$ cat config.mk
export PLATFORM = sky130hd
export DESIGN_NAME = data_check_flat
export DESIGN_NICKNAME = d
export VERILOG_FILES = /design/src/rtl/data_check_pkg.sv /design/src/rtl/data_check_if.sv /design/src/rtl/data_check_prbs_chk_slice.sv /design/src/rtl/data_check.sv /design/src/flat_wrapper.sv
export SDC_FILE = /design/constraint.sdc
export NUM_CORES = 1
export LEC_CHECK = 0
export CORE_UTILIZATION = 55
export DETAILED_ROUTE_END_ITERATION = 6
export GPL_TIMING_DRIVEN = 0
export PLACE_DENSITY = 0.81
export SLEW_MARGIN = 5
export SYNTH_ARGS = -nofsm -noshare
export SYNTH_HDL_FRONTEND = slang
export SYNTH_SLANG_ARGS = --single-unit
$ cat constraint.sdc
create_clock -name clk -period 5.93 [get_ports clk]
set_clock_uncertainty 0.05 [all_clocks]
set_input_delay 0.593 -clock clk [delete_from_list [all_inputs] [get_ports clk]]
set_output_delay 0.593 -clock clk [all_outputs]
set_load 0.02 [all_outputs]
$ cat src/rtl/data_check_pkg.sv
// Shared definitions for the PAM4 receive frame synchroniser / PRBS checker.
package data_check_pkg;

  typedef enum logic [1:0] {
    ST_HUNT  = 2'd0,
    ST_HEAD  = 2'd1,
    ST_PRIME = 2'd2,
    ST_CHECK = 2'd3
  } state_t;

  localparam int         HEAD_LEN = 6;
  localparam logic [1:0] HEAD_HI  = 2'd3;
  localparam logic [1:0] HEAD_LO  = 2'd0;

  // Symbols needed to fill an N-bit history at two bits per symbol.
  function automatic int prime_len(input int n);
    return (n + 1) / 2;
  endfunction

  // Header symbol expected at position idx: HI on even positions, LO on odd.
  function automatic logic [1:0] head_sym(input logic [2:0] idx);
    return idx[0] ? HEAD_LO : HEAD_HI;
  endfunction

endpackage

$ cat src/rtl/data_check_if.sv
// Symbol stream, control and measurement bundle for data_check.
interface data_check_if #(
  parameter int CNT_WIDTH = 32
);
  logic [1:0]           data_in;
  logic                 check_enable;
  logic                 check_clear;
  logic                 locked;
  logic                 err_flag;
  logic [CNT_WIDTH-1:0] err_cnt;
  logic [CNT_WIDTH-1:0] sym_cnt;

  modport master (
    output data_in, check_enable, check_clear,
    input  locked, err_flag, err_cnt, sym_cnt
  );

  modport slave (
    input  data_in, check_enable, check_clear,
    output locked, err_flag, err_cnt, sym_cnt
  );
endinterface

$ cat src/rtl/data_check_prbs_chk_slice.sv
// Two-bit self-synchronising PRBS check over an N-bit received-bit history.
// hist[0] holds the newest bit, so hist[K-1] is the bit K positions back.
module prbs_chk_slice #(
  parameter int N   = 9,
  parameter int T   = 5,
  parameter bit INV = 1'b1
) (
  input  logic [N-1:0] hist,
  input  logic [1:0]   sym,
  output logic [1:0]   err,
  output logic [N-1:0] hist_next
);
  logic [N-1:0] hist_mid;

  // Earlier bit first; the later bit sees history that already holds it.
  always_comb begin
    err[1]    = sym[1] ^ (hist[N-1] ^ hist[T-1] ^ INV);
    hist_mid  = {hist[N-2:0], sym[1]};
    err[0]    = sym[0] ^ (hist_mid[N-1] ^ hist_mid[T-1] ^ INV);
    hist_next = {hist_mid[N-2:0], sym[0]};
  end
endmodule

$ cat src/rtl/data_check.sv
// Frame header hunt (3,0,3,0,3,0), PRBS history priming, then bit-error and
// checked-symbol counting for BER measurement on the received PAM4 stream.
module data_check
  import data_check_pkg::*;
#(
  parameter int INV_PATTERN = 1,
  parameter int POLY_LENGHT = 9,
  parameter int POLY_TAP    = 5,
  parameter int CNT_WIDTH   = 32
) (
  input  logic         clk,
  input  logic         rst_n,
  data_check_if.slave  bus
);
  localparam int PRIME_LEN = prime_len(POLY_LENGHT);
  localparam int PW        = $clog2(PRIME_LEN + 1);

  state_t                 state, state_nx;
  logic [2:0]             idx, idx_nx;
  logic [PW-1:0]          pcnt, pcnt_nx;
  logic [POLY_LENGHT-1:0] hist, hist_nx;
  logic [1:0]             sym_err;
  logic [1:0]             err_sum;

  function automatic logic [CNT_WIDTH-1:0] sat_add(input logic [CNT_WIDTH-1:0] a,
                                                   input logic [1:0] b);
    logic [CNT_WIDTH:0] s;
    s = {1'b0, a} + {{(CNT_WIDTH-1){1'b0}}, b};
    return s[CNT_WIDTH] ? '1 : s[CNT_WIDTH-1:0];
  endfunction

  prbs_chk_slice #(
    .N   (POLY_LENGHT),
    .T   (POLY_TAP),
    .INV (INV_PATTERN != 0)
  ) u_slice (
    .hist      (hist),
    .sym       (bus.data_in),
    .err       (sym_err),
    .hist_next (hist_nx)
  );

  assign err_sum = {1'b0, sym_err[1]} + {1'b0, sym_err[0]};

  // Next-state logic: header matching restarts at idx 1 on a stray HI symbol.
  always_comb begin
    state_nx = state;
    idx_nx   = idx;
    pcnt_nx  = pcnt;
    if (!bus.check_enable) begin
      state_nx = ST_HUNT;
      idx_nx   = '0;
      pcnt_nx  = '0;
    end else begin
      case (state)
        ST_HUNT: begin
          if (bus.data_in == HEAD_HI) begin
            state_nx = ST_HEAD;
            idx_nx   = 3'd1;
          end
        end
        ST_HEAD: begin
          if (bus.data_in == head_sym(idx)) begin
            if (idx == 3'(HEAD_LEN - 1)) begin
              state_nx = ST_PRIME;
              idx_nx   = '0;
              pcnt_nx  = '0;
            end else begin
              idx_nx = idx + 3'd1;
            end
          end else if (bus.data_in == HEAD_HI) begin
            idx_nx = 3'd1;
          end else begin
            state_nx = ST_HUNT;
            idx_nx   = '0;
          end
        end
        ST_PRIME: begin
          if (pcnt == PW'(PRIME_LEN - 1)) begin
            state_nx = ST_CHECK;
            pcnt_nx  = '0;
          end else begin
            pcnt_nx = pcnt + PW'(1);
          end
        end
        default: ;
      endcase
    end
  end

  // Control state register; locked mirrors entry into CHECK.
  always_ff @(posedge clk or negedge rst_n) begin
    if (!rst_n) begin
      state      <= ST_HUNT;
      idx        <= '0;
      pcnt       <= '0;
      bus.locked <= 1'b0;
    end else begin
      state      <= state_nx;
      idx        <= idx_nx;
      pcnt       <= pcnt_nx;
      bus.locked <= (state_nx == ST_CHECK);
    end
  end

  // History shifts on received bits during PRIME and CHECK; counters
  // update only for symbols sampled in CHECK, with clear taking priority.
  always_ff @(posedge clk or negedge rst_n) begin
    if (!rst_n) begin
      hist         <= '0;
      bus.err_flag <= 1'b0;
      bus.err_cnt  <= '0;
      bus.sym_cnt  <= '0;
    end else begin
      if (state == ST_PRIME || state == ST_CHECK) hist <= hist_nx;
      bus.err_flag <= (state == ST_CHECK) && (|sym_err);
      if (bus.check_clear) begin
        bus.err_cnt <= '0;
        bus.sym_cnt <= '0;
      end else if (state == ST_CHECK) begin
        bus.err_cnt <= sat_add(bus.err_cnt, err_sum);
        bus.sym_cnt <= sat_add(bus.sym_cnt, 2'd1);
      end
    end
  end
endmodule

$ cat src/flat_wrapper.sv
// flat-port wrapper written by rule: the top's interface ports become plain ports
module data_check_flat import data_check_pkg::*;
#(
  parameter int INV_PATTERN = 1,
  parameter int POLY_LENGHT = 9,
  parameter int POLY_TAP    = 5,
  parameter int CNT_WIDTH   = 32
)
  (clk, rst_n, bus_data_in, bus_check_enable, bus_check_clear, bus_locked, bus_err_flag, bus_err_cnt, bus_sym_cnt);
  data_check_if #(.CNT_WIDTH(CNT_WIDTH)) bus_i ();
  input  logic clk;
  input  logic rst_n;
  input wire logic [$bits(bus_i.data_in)-1:0] bus_data_in;
  input wire logic [$bits(bus_i.check_enable)-1:0] bus_check_enable;
  input wire logic [$bits(bus_i.check_clear)-1:0] bus_check_clear;
  output wire logic [$bits(bus_i.locked)-1:0] bus_locked;
  output wire logic [$bits(bus_i.err_flag)-1:0] bus_err_flag;
  output wire logic [$bits(bus_i.err_cnt)-1:0] bus_err_cnt;
  output wire logic [$bits(bus_i.sym_cnt)-1:0] bus_sym_cnt;
  assign bus_i.data_in = bus_data_in;
  assign bus_i.check_enable = bus_check_enable;
  assign bus_i.check_clear = bus_check_clear;
  assign bus_locked = bus_i.locked;
  assign bus_err_flag = bus_i.err_flag;
  assign bus_err_cnt = bus_i.err_cnt;
  assign bus_sym_cnt = bus_i.sym_cnt;
  data_check #(.INV_PATTERN(INV_PATTERN), .POLY_LENGHT(POLY_LENGHT), .POLY_TAP(POLY_TAP), .CNT_WIDTH(CNT_WIDTH)) u_core (.clk(clk), .rst_n(rst_n), .bus(bus_i));
endmodule
==> metrics.yaml, run 1 <==
synth-compound-area-share_pct: 17.0
clk_latency_ps: 360
syn_nets: 522
synth_area_leader_cell: "dfrtp_1"
ys_seq_area_share_pct: 44.7
grt_pass1_wl_um: 21500
synthAdderAreaFrac_pct: 1.51
drv_cap: 0
die_x_um: 94.0
yosysTopAreaCellShare_pct: 44.7
slew_headroom_pct: 27.4
htree_levels: 3
yosysUniqueCellTypes: 59
postCtsHoldBufs: 0
nets: 604
synth_xor_area_share_pct: 0.942
cts_buffers: 9
cts_root_buf: "clkbuf_8"
cp-end-kind: "flop"
ant_nets: 0
dieArea_um2: 8830
async_reset_ff_share_pct: 100
drt-initial-drc-count: 472
period_needed_ps: 3760
drt_first_pass_iters: 6
coreArea_um2: 8220
grt_antenna_before_repair: 0
synth_cells: 511
n_antenna_cell: 0
crit_type: "in -> reg"
status: "completed"
grt_setup_unrepaired: "no"
cts.clk_slew.worst_paths_ps: 90
syn_area_um2: 4650
overflow: 0
synthSimpleGateAreaFrac_pct: 27.5
drc_errors: 0
worstPathArrival_ps: 3950
min_path_type: "in -> async"
via_per_inst: 6.69
drt_wl_total_um: 13400
place_area_um2: 5510
vias: 4695
synthMuxAreaShare_pct: 4.33
grt_usage_pct: 31.5
ir_drop_v: 0.000121
fin_area_um2: 5700
synth_ff_type: "dfrtp_1"
avgRoutedWirePerCell_um: 19.1
io_buffers: 70
fmax_ghz: 0.266
start_kind: "input pin"
worst_slew_pin_slew_ps: 1080
grt_max_degree: 58
cts_resized: 0
finalMaxSlewViolations: 0
yosys-top-cells-count: "dfrtp_1 (83), nor2_1 (56), nand3_1 (35)"
period_share_pct: 63.3
first_global_vias: 4403
synth-seq-cells: 83
yosys_warnings: 0
rows: 33
drive_gt1_share_pct: 6.87
post_cts_buffers: 0
syn_to_final_growth_pct: 22.6
synth-edff-count: 0
syn_area_per_cell_um2: 9.10
gp_congestion: 0.889
cts_tree: "built"
die_h_um: 94.0
synth_top_family_by_area: "simple AND/OR/NAND/NOR gates"
setup_tns_ps: 0
setup_viol: 0
p_per_area_nw_per_um2: 179
power.leakage_nw: 2.20
dpl.hpwl_um: 9100
crit_fanout: 8
numClockSinks: 83
crit_required_ps: 6120
hold_viol_final: 0
yosysMostFrequentCell: "dfrtp_1"
cts_buffer_depth: 2
synth.area.top_cells: "dfrtp_1 (45%), nor2_1 (4.5%), nand3_1 (3.8%), nor3_1 (3.4%), a31oi_1 (3.1%)"
start_util_pct: 56.6
ios: 72
[per-layer routing]
| layer | up-vias | track usage (%) | routed length [µm] | share of wire [%] |
|---|---|---|---|---|
| met4 | 0 | 14.1 | 411 | 3.1 |
| met1 | 2242 | 42.8 | 5500 | 41 |
| li1 | 2104 | - | - | - |
| met3 | 57 | 5.10 | 1240 | 9.2 |
| met5 | - | 0 | 0 | 0 |
| met2 | 292 | 49.6 | 6240 | 47 |
[critical path: stages]
cell             delay (ps)
clkdlybuf4s50_1         620
xnor2_1                 170
fa_1                    470
inv_1                   100
ha_1                    240
nand4_1                 250
nor3_1                  490
a31oi_1                 390
and3_1                  310
nor4_1                  310
[layout make-up]
class	instances	area [µm²]
clock buffer	11	141
fill	640	2520
sequential	83	2080
clock inverter	4	51.3
multi-input combinational	382	2380
buffer	26	115
inverter	20	75.1
timing repair buffer	71	726
tap	105	131
[placed cells by master, fill, tap and decap left out, types with 10 or more instances in the layout]
master,netlist,final
nand3_1,35,35
nand2_1,31,31
nand4_1,22,22
a211oi_1,14,14
clkbuf_8,0,10
a21oi_1,19,19
clkdlybuf4s50_1,0,69
inv_1,20,20
clkbuf_1,21,22
mux2i_1,10,10
nor3_1,32,32
nor4_1,14,14
o21ai_0,23,23
dfrtp_1,83,83
a31oi_1,23,23
nor2_1,56,56
[power by group]
part	internal [W]	switching [W]	total [W]
sequential	0.000566	0.00000140	0.000568
combinational	0.00000995	0.0000285	0.0000385
clock	0.000204	0.000210	0.000414
[kinds of logic (layout without fill, tap and decap cells)]
| kind of cell | after synthesis | after routing |
|---|---|---|
| flops | 83 | 83 |
| mux | 19 | 19 |
| simple gates | 237 | 237 |
| compound gates | 116 | 116 |
| xor+xnor | 5 | 5 |
| buf+inv | 46 | 132 |
| fa+ha+maj | 5 | 5 |
[state kept, by name, summed over array words and instances (netlist names)]
signal,flops
u_core.bus.err_cnt,32
u_core.bus.err_flag,1
u_core.bus.locked,1
u_core.bus.sym_cnt,32
u_core.hist,9
u_core.idx,3
u_core.pcnt,3
u_core.state,2
[through the flow]
stage	setup slack (ps)	total power, W	hold slack, ps	instances	util, %
3_5_place_dp	1940	0.000618	442	687	67.0
3_3_place_gp	1210	0.000615	432	686	66.7
4_1_cts	2270	0.00103	106	702	69.4
2_1_floorplan	3070	0.000593	247	511	-
5_1_grt	1910	0.00105	115	702	69.4
6_report	2170	0.00102	90.4	702	69.4
[worst paths after layout]
check	from	endpoint	slack [ps]	cells after the start
worst min-delay path	rst_n	u_core.pcnt[0]$_DFFE_PN0P_	90	1
max in group asynchronous	rst_n	u_core.bus.err_cnt[12]$_DFFE_PN0P_	5130	2
min in group clk	u_core.hist[2]$_DFFE_PN0P_	u_core.hist[4]$_DFFE_PN0P_	460	1
worst max register to register	u_core.hist[4]$_DFFE_PN0P_	u_core.bus.err_cnt[5]$_DFFE_PN0P_	2420	10
worst min register to register	u_core.hist[2]$_DFFE_PN0P_	u_core.hist[4]$_DFFE_PN0P_	460	1
worst max-delay path	bus_data_in[1]	u_core.bus.err_cnt[5]$_DFFE_PN0P_	2170	10
No activity file was read; power rests on OpenSTA's default activity.
==> run 2, diff against run 1 <==
--- a/config.mk
+++ b/config.mk
@@ -5,10 +5,10 @@
 export SDC_FILE = /design/constraint.sdc
 export NUM_CORES = 1
 export LEC_CHECK = 0
-export CORE_UTILIZATION = 55
+export CORE_UTILIZATION = 54
 export DETAILED_ROUTE_END_ITERATION = 6
 export GPL_TIMING_DRIVEN = 0
-export PLACE_DENSITY = 0.81
+export PLACE_DENSITY = 0.8
 export SLEW_MARGIN = 5
 export SYNTH_ARGS = -nofsm -noshare
 export SYNTH_HDL_FRONTEND = slang
==> constraint.sdc (replaced) <==
create_clock -name clk -period 3.6 [get_ports clk]
set_clock_uncertainty 0.05 [all_clocks]
set_input_delay 0.36 -clock clk [delete_from_list [all_inputs] [get_ports clk]]
set_output_delay 0.36 -clock clk [all_outputs]
set_load 0.02 [all_outputs]
==> metrics.yaml, run 2 (synthesis results as in run 1) <==
seqCellArea_um2: 2080  # unchanged
reg2reg_to: "u_core.bus.err_cnt[9]$_DFFE_PN0P_"
combinationalPowerShare_pct: 3.7  # about the same
grt_usage_pct: 31.7  # +0.19 points
holdWs_ps: 348  # +257 ps
pre_cts_slack_ps: -274  # -2210 ps
overflow: 0  # unchanged
worstPathArrival_ps: 3610  # -340 ps
status: "completed"
worst_slew_pin_slew_ps: 1110  # +35.2 ps
crit_type: "in -> reg"
gp_congestion: 0.912  # +2.6%
max_stage_delay_ps: 640  # +20 ps
finalMaxSlewViolations: 0  # unchanged
htree_levels: 3  # unchanged
p_per_area_nw_per_um2: 297  # +66%
clk_latency_ps: 350  # about the same
regToRegSetupSlack_ps: 250  # -2170 ps
grt_pass1_wl_um: 22000  # +2.4%
final_cell_mix: "dfrtp_1 (83), clkdlybuf4s50_1 (69), nor2_1 (55), nand3_1 (35)"
vias: 4701  # +0.13%
dieArea_um2: 8990  # +1.8%
first_global_vias: 4447  # +1.0%
cts_tree: "built"
fill_cells: 674  # +5.3%
coreArea_um2: 8260  # +0.50%
avgRoutedWirePerCell_um: 19.2  # +0.68%
rr_startpoint: "u_core.hist[4]$_DFFE_PN0P_"
dpl.hpwl_um: 9290  # +2.1%
n_antenna_cell: 0  # unchanged
slew_headroom_pct: 25.0  # -2.4 points
die_x_um: 94.8  # +0.90%
swShare_pct: 23.4  # -0.074 points
drt-initial-drc-count: 408  # -14%
ant_nets: 0  # unchanged
crit_fanout: 7  # -1
p_sw_w: 0.000399  # +66%
ir_drop_v: 0.000169  # +40%
io_buffers: 70  # unchanged
crit_cells: 11  # +1
drt_first_pass_iters: 5  # -1
crit_required_ps: 3790  # -2330 ps
p_int_w: 0.00130  # +67%
drt_wl_total_um: 13500  # +0.97%
period_needed_ps: 3420
highest_layer: "met4"
syn_to_final_growth_pct: 23.4
start_util_pct: 56.3  # -0.28 points
crit_family: "buffers and inverters"
cts_buffers: 9  # unchanged
multiInputGateArea_um2: 2400  # +0.58%
dr_wl_met2_um: 6520  # +4.5%
ios: 72  # unchanged
setup_slack_ps: 180  # -1990 ps
min_path_type: "in -> async"
drv_cap: 0  # unchanged
p_clk_share_pct: 41.3  # +0.7 points
grt_max_degree: 69  # +19%
cts.clk_slew.worst_paths_ps: 90  # about the same
cp-end-kind: "flop"
cts_root_buf: "clkbuf_8"
power.leakage_nw: 2.23  # +1.2%
numClockSinks: 83  # unchanged
hold_viol_final: 0  # unchanged
met3WireLength_um: 1080  # -12%
reg2reg_depth: 11  # +1
reg.largest.list: "u_core.bus.err_cnt (32), u_core.bus.sym_cnt (32), u_core.hist (9)"
path_cells: "clkdlybuf4s50_1, xnor2_1, fa_1, inv_1, ha_1, nand4_1, nor3_4, and3_1, clkbuf_1, o21ai_0, a221oi_1"
cts_buffer_depth: 2  # unchanged
met1Wirelength_um: 5600  # +1.8%
rows: 33  # unchanged
via_per_inst: 6.68  # -0.16%
start_kind: "input pin"
setup_viol: 0  # unchanged
period_share_pct: 95.0
layout_commonest_cell: "dfrtp_1"
die_h_um: 94.8  # +0.90%
drive_gt1_share_pct: 7.51  # +0.64 points
fmax_ghz: 0.292
critPathSlowestCell: "clkdlybuf4s50_1"
crit_buf_inv: 3  # +1
nets: 606  # +0.33%
grt_antenna_before_repair: 0  # unchanged
seqPwrFrac_pct: 54.9  # -0.7 points
drc_errors: 0  # unchanged
[run 2: cell count changes in the layout (fill, tap and decap cells not counted), sizes merged]
cell	before	now
buf	6	7
clkinv	2	1
clkinvlp	1	2
dlygate4sd3	0	1
[run 2: layout make-up]
cell class,instances,share of cell area (%)
plain buffers,26,2.01
well taps,105,2.29
clock inverters,4,0.872
repair buffers,73,12.9
flip-flops and latches,83,36.2
multi-input cells,382,41.8
inverters,20,1.31
clock buffers,11,2.64
[run 2: power groups by stage]
stage               sequential [W]  combinational, W  clock [W]
CTS                       0.000935         0.0000643   0.000700
detailed placement        0.000954         0.0000635          0
global route              0.000936         0.0000713   0.000736
finish                    0.000936         0.0000638   0.000703
global placement          0.000954         0.0000581          0
floorplan                 0.000954         0.0000230          0
[run 2: worst reg2reg max path: stages, from the launching register on]
cell,delay (ps)
dfrtp_1,410
xnor2_1,210
xnor2_1,130
fa_1,470
inv_1,100
ha_1,250
nand4_1,270
nor3_4,340
and3_1,200
clkbuf_1,320
o21ai_0,190
a221oi_1,320
[run 2: timing repair]
item                                    CTS  global route
endpoints found under the setup margin    0            16
gates resized for setup                   0             3
hold buffers                              1             0
buffers inserted                          0             1
endpoints found under the hold margin    15             0
[run 2: metrics by stage]
stage | area [µm²] | TNS (ps) | utilization [%] | instances | power (W)
CTS | 5720 | 0 | 69.3 | 703 | 0.00170
detailed placement | 5510 | -2780 | 66.7 | 687 | 0.00102
global route | 5740 | -8.74 | 69.5 | 704 | 0.00174
global placement | 5480 | -70590 | 66.4 | 686 | 0.00101
finish | 5740 | 0 | 69.5 | 704 | 0.00170
floorplan | 4650 | 0 | - | 511 | 0.000977
[run 2: worst max-delay path by stage]
stage                                    start                                 end  slack [ps]
finish                          bus_data_in[1]   u_core.bus.err_cnt[9]$_DFFE_PN0P_         180
CTS                             bus_data_in[1]   u_core.bus.err_cnt[9]$_DFFE_PN0P_          60
global placement                         rst_n  u_core.bus.err_cnt[24]$_DFFE_PN0P_        -840
detailed placement              bus_data_in[1]   u_core.bus.err_cnt[5]$_DFFE_PN0P_        -270
global route                    bus_data_in[1]   u_core.bus.err_cnt[9]$_DFFE_PN0P_          -9
floorplan           u_core.hist[4]$_DFFE_PN0P_  u_core.bus.err_cnt[20]$_DFFE_PN0P_         800
[run 2: layer usage]
metal	vias up	GRT usage (%)
li1	2112	-
met1	2262	43.0
met2	286	51.6
met3	41	3.38
met4	0	13.6
met5	-	0
